==> src/rtl/issue_queue.sv <==
// Out-of-order issue queue: circular buffer of decoded instructions that wait
// for their source operands, get woken by writeback broadcasts, and issue
// oldest-ready-first. Issued entries are reclaimed in order from the head.
//
// Per-entry state table:
//   state   | meaning
//   --------+----------------------------------------------------------
//   FREE    | slot empty
//   WAITING | holds an instruction with at least one source outstanding
//   READY   | both sources available, candidate for select
//   ISSUED  | sent to execute, waits at or behind head for reclaim
module issue_queue #(
    parameter int DEPTH     = 8,
    parameter int TAG_W     = 6,
    parameter int PAYLOAD_W = 64,
    parameter int WB_PORTS  = 2
) (
    input  logic                      clk,
    input  logic                      rst,
    input  logic                      flush,
    input  logic                      enq_valid,
    output logic                      enq_ready,
    input  logic [PAYLOAD_W-1:0]      enq_payload,
    input  logic [TAG_W-1:0]          enq_src1_tag,
    input  logic [TAG_W-1:0]          enq_src2_tag,
    input  logic                      enq_src1_rdy,
    input  logic                      enq_src2_rdy,
    input  logic [WB_PORTS-1:0]       wb_valid,
    input  logic [WB_PORTS*TAG_W-1:0] wb_tag,
    output logic                      iss_valid,
    input  logic                      iss_ready,
    output logic [PAYLOAD_W-1:0]      iss_payload,
    output logic [$clog2(DEPTH):0]    count
);

    localparam int PW = $clog2(DEPTH);
    localparam int CW = PW + 1;

    typedef enum logic [1:0] {
        FREE    = 2'd0,
        WAITING = 2'd1,
        READY   = 2'd2,
        ISSUED  = 2'd3
    } ent_state_t;

    ent_state_t           state_q [DEPTH];
    ent_state_t           state_d [DEPTH];
    logic                 ok1_q   [DEPTH];
    logic                 ok1_d   [DEPTH];
    logic                 ok2_q   [DEPTH];
    logic                 ok2_d   [DEPTH];
    logic [PAYLOAD_W-1:0] payload_q [DEPTH];
    logic [TAG_W-1:0]     tag1_q  [DEPTH];
    logic [TAG_W-1:0]     tag2_q  [DEPTH];

    logic [PW-1:0] head_q, head_d;
    logic [PW-1:0] tail_q, tail_d;
    logic [CW-1:0] count_q, count_d;

    logic [PW-1:0] sel_idx;
    logic [PW-1:0] scan_idx;
    logic          sel_found;
    logic          enq_fire;
    logic          iss_fire;
    logic          reclaim;
    logic          enq_ok1;
    logic          enq_ok2;

    // True when any valid writeback port broadcasts this tag.
    function automatic logic tag_hit(input logic [TAG_W-1:0]          tag,
                                     input logic [WB_PORTS-1:0]       v,
                                     input logic [WB_PORTS*TAG_W-1:0] tags);
        logic hit;
        hit = 1'b0;
        for (int p = 0; p < WB_PORTS; p++) begin
            if (v[p] && (tags[p*TAG_W +: TAG_W] == tag)) hit = 1'b1;
        end
        return hit;
    endfunction

    // Select: oldest READY entry, scanning forward from head with wrap.
    always_comb begin
        sel_found = 1'b0;
        sel_idx   = '0;
        scan_idx  = '0;
        for (int i = 0; i < DEPTH; i++) begin
            scan_idx = head_q + PW'(i);
            if (!sel_found && (state_q[scan_idx] == READY)) begin
                sel_found = 1'b1;
                sel_idx   = scan_idx;
            end
        end
    end

    // Outputs depend only on registered state so enqueue never bypasses to issue.
    always_comb begin
        enq_ready   = (count_q < CW'(DEPTH));
        iss_valid   = sel_found;
        iss_payload = sel_found ? payload_q[sel_idx] : '0;
        count       = count_q;
        enq_fire    = enq_valid && enq_ready && !flush;
        iss_fire    = sel_found && iss_ready && !flush;
        reclaim     = (state_q[head_q] == ISSUED) && !flush;
        enq_ok1     = enq_src1_rdy || (enq_src1_tag == '0) ||
                      tag_hit(enq_src1_tag, wb_valid, wb_tag);
        enq_ok2     = enq_src2_rdy || (enq_src2_tag == '0) ||
                      tag_hit(enq_src2_tag, wb_valid, wb_tag);
    end

    // Next-state: flush wins; otherwise wakeup, issue, reclaim and enqueue
    // touch disjoint slots (tail is FREE whenever enqueue is allowed).
    always_comb begin
        state_d = state_q;
        ok1_d   = ok1_q;
        ok2_d   = ok2_q;
        head_d  = head_q;
        tail_d  = tail_q;
        count_d = count_q;
        if (flush) begin
            for (int i = 0; i < DEPTH; i++) begin
                state_d[i] = FREE;
                ok1_d[i]   = 1'b0;
                ok2_d[i]   = 1'b0;
            end
            head_d  = '0;
            tail_d  = '0;
            count_d = '0;
        end else begin
            for (int i = 0; i < DEPTH; i++) begin
                if (state_q[i] == WAITING) begin
                    ok1_d[i] = ok1_q[i] || tag_hit(tag1_q[i], wb_valid, wb_tag);
                    ok2_d[i] = ok2_q[i] || tag_hit(tag2_q[i], wb_valid, wb_tag);
                    if (ok1_d[i] && ok2_d[i]) state_d[i] = READY;
                end
            end
            if (iss_fire) state_d[sel_idx] = ISSUED;
            if (reclaim) begin
                state_d[head_q] = FREE;
                head_d          = head_q + PW'(1);
            end
            if (enq_fire) begin
                state_d[tail_q] = (enq_ok1 && enq_ok2) ? READY : WAITING;
                ok1_d[tail_q]   = enq_ok1;
                ok2_d[tail_q]   = enq_ok2;
                tail_d          = tail_q + PW'(1);
            end
            count_d = count_q + CW'(enq_fire) - CW'(reclaim);
        end
    end

    // Control state register; reset clears every slot immediately.
    always_ff @(posedge clk or posedge rst) begin
        if (rst) begin
            for (int i = 0; i < DEPTH; i++) begin
                state_q[i] <= FREE;
                ok1_q[i]   <= 1'b0;
                ok2_q[i]   <= 1'b0;
            end
            head_q  <= '0;
            tail_q  <= '0;
            count_q <= '0;
        end else begin
            state_q <= state_d;
            ok1_q   <= ok1_d;
            ok2_q   <= ok2_d;
            head_q  <= head_d;
            tail_q  <= tail_d;
            count_q <= count_d;
        end
    end

    // Entry data storage; contents are don't-care while the slot is FREE.
    always_ff @(posedge clk) begin
        if (enq_fire) begin
            payload_q[tail_q] <= enq_payload;
            tag1_q[tail_q]    <= enq_src1_tag;
            tag2_q[tail_q]    <= enq_src2_tag;
        end
    end

endmodule

==> config.mk <==
export PLATFORM = sky130hd
export DESIGN_NAME = issue_queue
export DESIGN_NICKNAME = d
export VERILOG_FILES = /design/src/rtl/issue_queue.sv
export SDC_FILE = /design/constraint.sdc
export NUM_CORES = 1
export LEC_CHECK = 0
export CAP_MARGIN = 20
export CELL_PAD_IN_SITES_DETAIL_PLACEMENT = 0
export CELL_PAD_IN_SITES_GLOBAL_PLACEMENT = 1
export CORE_MARGIN = 2
export CORE_UTILIZATION = 48
export DETAILED_ROUTE_END_ITERATION = 10
export PLACE_DENSITY = 0.83
export SYNTH_ARGS = -nofsm -noshare
export SYNTH_HDL_FRONTEND = slang
export SYNTH_SLANG_ARGS = --single-unit
export TNS_END_PERCENT = 20
==> constraint.sdc <==
create_clock -name clk -period 9.5 [get_ports clk]
set_input_delay 1.9 -clock clk [delete_from_list [all_inputs] [get_ports clk]]
set_output_delay 1.9 -clock clk [all_outputs]
set_load 0.02 [all_outputs]
==> flow_summary_export.csv, run 1 <==
group,metric,value,unit
logic_synthesis,synth_nets,2322,
sta,worst_pin_slew,1.06,ns
cells_and_area,utilization,56.1,%
logic_synthesis,ys_types,69,
placed_design,gp_congestion,0.863,
cts,clockRootBuffer,"clkbuf_16",
worst_setup_path,crit_top_cell,"o211ai_1",
power,irDropWorstVdd,0.163,mV
power,power.density,191,nW/um^2
worst_setup_path,rrSetupSlack,4.30,ns
cells_and_area,final_common_cell,"edfxtp_1",
routing,drt_iter0_markers,2003,
logic_synthesis,yosys.area_share.simple,9.13,%
routing,drc,0,
routing,drt-wirelength-per-cell,24.1,microns
worst_setup_path,critPathArrivalTime,7.17,ns
logic_synthesis,async_flop_share,6.46,%
global_route,grt_max_degree,294,
floorplanning,fp.dieW,254,microns
floorplanning,num_rows,91,
logic_synthesis,synth-edff-count,608,
global_route,grt.total_usage,24.0,%
logic_synthesis,netlist_area,30000,sq um
routing,ant_nets,0,
worst_setup_path,cp-end-kind,"primary output",
sta,report.final.setup_viol,0,
floorplanning,dieArea,64500,sq um
cells_and_area,drive_gt1_share,7.87,%
worst_hold_path,min_from,"ok2_q[4]",
cts,cts_buffer_depth,3,
routing,route.vias.total,19400,
cells_and_area,syn_to_final_growth,15.4,%
sta,hold_viol,0,
cells_and_area,fin_area,34600,sq um
placed_design,io_buffers,166,
cts,cts_hold_buf,0,
logic_synthesis,synthMuxAreaShare,3.64,%
global_route,grt_pass1_vias,19300,
logic_synthesis,synth-adder-area-share,0.525,%
logic_synthesis,synth_compound_area_share,13.1,%
job,cap_violations,0,
worst_hold_path,min_to,"ok2_q[4]",
worst_hold_path,hold_class,"reg -> reg",
floorplanning,coreArea,61700,sq um
cts,clock_latency,0.60,ns
logic_synthesis,ys_ff_latch,650,
sta,finalCritPeriodShare,95.5,%
cells_and_area,fin_nets,2430,
cts,cts.clk_slew.worst_paths,0.06,ns
floorplanning,die_h,254,microns
routing,drt-pass1-iter-count,5,
placed_design,hpwl,43.0,mm
cts,cts_max_level,3,
worst_hold_path,whs_path_depth,2,
global_route,grt_pass1_wl,117,mm
global_route,gr-total-overflow,0,
sta,slew_headroom,29.5,%
worst_setup_path,cpPeakStageDelay,0.80,ns
routing,viasPerCell,6.03,
logic_synthesis,synth_warnings,0,
cts,cts_tree,"yes",
worst_setup_path,crit_chain,"clkinv_2 > ha_1 > or4b_2 > a41oi_1 > or2_2 > nor4_4 > o211ai_1 > o211ai_4 > buf_16 > buf_4 > and3_1 > o211ai_1 > o2111ai_1 > clkdlybuf4s50_1",
logic_synthesis,synth_top_family_by_area,"compound AO/OA/AOI/OAI gates",
worst_setup_path,critPathRequiredTime,7.60,ns
global_route,antenna_found_initial,8,
sta,fin_skew,0.0167,ns
worst_setup_path,worstSetupPathType,"reg -> out",
worst_setup_path,slowest_stage,"ha_1",
worst_setup_path,critPathMaxFanout,293,
logic_synthesis,avgSynthCellArea,13.6,sq um
sta,rsz0062_at_grt,"false",
run_status,status,"finished, final reports clean",
placed_design,place_area,32400,sq um
cts,cts_sinks,650,
placed_design,dp.cells,3085,
logic_synthesis,synth_xor_area_share,6.57,%
cells_and_area,fin_cells,3217,
sta,max_freq,110,MHz
logic_synthesis,synth_ff_type,"edfxtp_1",
routing,drt-total-wl,77.5,mm
sta,finalCriticalPeriod,9.07,ns
sta,final-max-slew-violation-count,0,
worst_setup_path,r2r_cells,12,
worst_setup_path,cp-start-kind,"flop",
sta,tns,0,ns
worst_setup_path,r2r_end,"state_q[14]",
logic_synthesis,syn_inst,2213,
cells_and_area,layout_common_cells,"608 x edfxtp_1, 193 x and3_1, 193 x a21boi_0, 165 x clkdlybuf4s50_1, 113 x xnor2_1",
logic_synthesis,yosysSeqAreaShare,64.4,%
cts,cts-buffers-inserted,71,
floorplanning,start_util,48.6,%
floorplanning,io_pins,167,
power,leakage,11.7,nW
worst_setup_path,reg2reg_from,"head_q[1]",
-- per-stage QoR --
step | hold WS (ns) | setup slack, ns | power, mW
global placement | 0.578 | 1.34 | 4.02
finish | 0.593 | 0.428 | 6.61
detailed placement | 0.582 | 1.20 | 4.04
CTS | 0.597 | 0.523 | 6.66
floorplan | 0.559 | 0.771 | 3.72
global route | 0.659 | 0.0284 | 6.82
-- kinds of logic after synthesis --
family                   after synthesis
AO/OA/AOI/OAI                        567
XOR/XNOR                             225
adder cells (fa/ha/maj)               12
buffers and inverters                190
flip-flops                           650
multiplexers                          93
AND/OR/NAND/NOR                      476
-- worst max path at each step --
stage / startpoint / to / slack, ns
after CTS: head_q[1] / iss_payload[61] / 0.52
final: head_q[1] / iss_payload[61] / 0.43
after global placement: head_q[1] / iss_payload[61] / 1.34
after floorplan: flush / ok1_q[0] / 0.77
after detailed placement: head_q[1] / iss_payload[61] / 1.20
after global routing: head_q[1] / iss_payload[61] / 0.03
-- cells in the mapped netlist (31+ instances only) --
library cell | n | area (sq um)
a21boi_0 | 193 | 1450
a21oi_1 | 47 | 235
and3_1 | 195 | 1220
buf_2 | 31 | 155
clkbuf_1 | 124 | 465
dfrtp_1 | 42 | 1050
edfxtp_1 | 608 | 18300
mux2i_1 | 75 | 751
nand2_1 | 36 | 135
nand4_1 | 45 | 282
nor2_1 | 65 | 244
nor3_1 | 32 | 160
nor4_1 | 35 | 219
o2111ai_1 | 66 | 578
o211ai_1 | 73 | 548
o21ai_0 | 47 | 235
o21ai_1 | 91 | 455
xnor2_1 | 113 | 990
xor2_1 | 112 | 981
-- worst max-delay path: cells and delay by family, from the launching register on --
kind | cells | cell delay (ns)
adders and majority gates | 1 | 0.80
buffers and inverters | 4 | 2.50
and+or+nand+nor | 4 | 1.33
AOI/OAI and AO/OA | 5 | 0.95
DFF | 1 | 0.76
-- power by group --
| part | switching (mW) | internal (mW) |
|---|---|---|
| combinational | 0.446 | 0.256 |
| sequential | 0.0397 | 3.24 |
| clock | 1.10 | 1.53 |
-- repair_timing --
| item | 4_1_cts | 5_1_grt |
|---|---|---|
| hold endpoints to repair | 0 | 0 |
| setup endpoints to repair | 0 | 1 |
| buffers inserted | 0 | 0 |
| gates resized for setup | 0 | 1 |
-- per-layer routing --
layer | GRT usage (%) | share of wire, % | wire length [microns] | up-vias
met1 | 31.2 | 40 | 31400 | 9727
met3 | 5.08 | 7.8 | 6010 | 140
li1 | - | - | - | 8778
met5 | 0 | 0.043 | 33 | -
met4 | 9.21 | 2.9 | 2220 | 6
met2 | 39.4 | 49 | 37900 | 755
-- cell type report --
| type | instances | area, sq um |
|---|---|---|
| sequential | 650 | 19300 |
| clock buffer | 91 | 1940 |
| fill | 4947 | 27100 |
| inverter | 16 | 63.8 |
| multi-input combinational | 1373 | 9950 |
| tap | 837 | 1050 |
| clock inverter | 36 | 285 |
| timing repair buffer | 209 | 2020 |
| antenna | 5 | 12.5 |
-- state kept, by name, indices dropped and copies added (netlist names) --
name       count
count          4
head_q         3
ok1_q          8
ok2_q          8
payload_q    512
state_q       16
tag1_q        48
tag2_q        48
tail_q         3
No activity file was read; power rests on OpenSTA's default activity.
==> inputs of run 2 (changes only) <==
==> constraint.sdc (replaced) <==
create_clock -name clk -period 9.5 [get_ports clk]
set_input_delay 0.95 -clock clk [delete_from_list [all_inputs] [get_ports clk]]
set_output_delay 0.95 -clock clk [all_outputs]
set_load 0.02 [all_outputs]
==> run 2 against run 1 <==
- critical path depth stayed put
- worst hold slack better by 0.013 ns
- clock skew up 0.0054 ns
- highest routed layer unchanged
==> flow_summary_export.csv, run 2 (synthesis gave the netlist of run 1 again) <==
group,metric,value,unit
sta,fin_skew,0.0221,ns
power,p_int,4.99,mW
worst_setup_path,critPathArrivalTime,7.24,ns
cells_and_area,register_area,19300,sq um
worst_setup_path,slowest_stage,"buf_4",
placed_design,gp_congestion,0.883,
global_route,gr-total-overflow,0,
cts,cts_sinks,650,
placed_design,hpwl,41.6,mm
worst_setup_path,r2r_cells,14,
worst_setup_path,cp.depth,14,
routing,drc,0,
cts,cts_hold_buf,0,
sta,hold_viol,0,
cells_and_area,largest_register_ffs,512,
global_route,grt_pass1_wl,114,mm
floorplanning,io_pins,167,
worst_setup_path,critPathRequiredTime,8.55,ns
run_status,status,"finished, final reports clean",
placed_design,dp.cells,3082,
power,power,6.56,mW
worst_setup_path,critPathTopFamily,"buffers and inverters",
floorplanning,start_util,48.6,%
sta,final-max-slew-violation-count,0,
sta,finalCriticalPeriod,8.19,ns
global_route,grt_max_degree,154,
cells_and_area,top_register,"payload_q",
cells_and_area,fill_cells,4997,
sta,slew_headroom,28.8,%
worst_setup_path,cp-end-kind,"primary output",
sta,rsz0062_at_grt,"false",
cts,clock_latency,0.60,ns
worst_setup_path,crit_chain,"clkinv_2 > ha_1 > or4b_1 > a41oi_1 > a21o_1 > nor3_1 > nor3b_1 > o21ai_4 > buf_4 > buf_4 > a21boi_0 > o21ai_1 > o2111ai_1 > clkdlybuf4s50_1",
worst_setup_path,critPathMaxFanout,126,
floorplanning,num_rows,91,
placed_design,io_buffers,166,
worst_setup_path,cp-start-kind,"flop",
global_route,grt_pass1_vias,19000,
sta,worst_pin_slew,1.06,ns
worst_hold_path,whs_path_depth,2,
routing,viasPerCell,5.99,
worst_setup_path,crit_buf_inv,4,
routing,route.vias.total,19200,
power,p_switching,1.57,mW
job,cap_violations,0,
cells_and_area,drive_gt1_share,7.42,%
sta,max_freq,122,MHz
routing,drt-total-wl,75.6,mm
cells_and_area,fin_area,34600,sq um
cells_and_area,syn_to_final_growth,15.2,%
placed_design,place_area,32300,sq um
cells_and_area,multi_input_area,9950,sq um
power,irDropWorstVdd,0.174,mV
cells_and_area,fin_nets,2429,
floorplanning,dieArea,64500,sq um
routing,drt-pass1-iter-count,6,
sta,report.final.setup_viol,0,
routing,ant_nets,0,
global_route,antenna_found_initial,7,
worst_setup_path,crit_top_cell,"buf_4",
cts,cts.clk_slew.worst_paths,0.06,ns
power,p_clk_share,39.4,%
floorplanning,coreArea,61700,sq um
cells_and_area,final_common_cell,"edfxtp_1",
sta,holdWs,0.606,ns
cells_and_area,reg.largest.list,"payload_q x512, tag1_q x48, tag2_q x48",
power,power_frac_seq,50.0,%
worst_setup_path,cpPeakStageDelay,0.86,ns
worst_setup_path,worstSetupPathType,"reg -> out",
power,leakage,11.7,nW
cts,cts_max_level,3,
worst_hold_path,hold_class,"reg -> reg",
cts,post_cts_buffers,0,
power,p_comb_share,10.7,%
cts,postCtsResizedCells,0,
cts,cts_tree,"yes",
sta,tns,0,ns
cts,cts-buffers-inserted,70,
power,power.density,190,nW/um^2
floorplanning,fp.dieW,254,microns
sta,finalCritPeriodShare,86.2,%
routing,drt_iter0_markers,1645,
global_route,grt.total_usage,23.4,%
cells_and_area,layout_common_cells,"608 x edfxtp_1, 193 x and3_1, 193 x a21boi_0, 165 x clkdlybuf4s50_1, 113 x xnor2_1",
floorplanning,die_h,254,microns
cts,clockRootBuffer,"clkbuf_16",
cells_and_area,fin_cells,3209,
cts,cts_buffer_depth,3,
power,switching_share,23.9,%
routing,drt-wirelength-per-cell,23.5,microns
run 2: changes by cell type in the layout (fill, tap and decap cells not counted), moves of 2 or more:
cell / delta
clkbuf_1: -5
buf_16: +2
clkbuf_16: -4
clkinv_2: -7
diode_2: -4
buf_12: -2
clkinv_1: +12
bufinv_16: +2
run 2: final cells by class:
cell class,count,area share (%)
multi-input combinational,1373,28.8
clock buffer,81,5.22
tap,837,3.03
timing repair buffer,209,5.90
sequential,650,55.9
inverter,16,0.185
antenna,1,0.00724
clock inverter,42,0.999
run 2: worst register-to-register path, delay by kind of cell (launching register included):
kind	cells	cell delay, ns
buf+inv	4	1.90
simple gates	4	1.36
compound gates	5	0.82
fa+ha+maj	1	0.79
flops	1	0.76
run 2: power by group through the flow:
stage	clock network [mW]	logic (mW)	registers (mW)
floorplan	0	0.378	3.34
global placement	0	0.684	3.34
detailed placement	0	0.698	3.34
CTS	2.63	0.703	3.28
global route	2.75	0.751	3.29
finish	2.58	0.699	3.28
run 2: final timing paths:
path,to,slack [ns],start
worst max register to register,state_q[14],3.73,head_q[1]
max in group asynchronous,ok1_q[1],8.27,rst
worst min-delay path,ok1_q[4],0.61,ok1_q[4]
worst min register to register,ok1_q[4],0.61,ok1_q[4]
min in group asynchronous,count[1],0.80,rst
worst max-delay path,iss_payload[38],1.31,head_q[1]
run 2: metrics by stage:
stage	util (%)	setup WS [ns]
floorplan	-	1.72
finish	56.0	1.31
detailed placement	52.4	1.86
CTS	55.9	1.18
global placement	52.4	2.05
global route	56.0	0.787
run 2: per-layer routing:
metal,part of all wire (%),global-route usage (%),routed length (microns)
met1,42,31.4,31400
met2,48,37.8,36000
met3,7.9,5.10,5950
met4,2.9,8.44,2160
met5,0.081,0,61
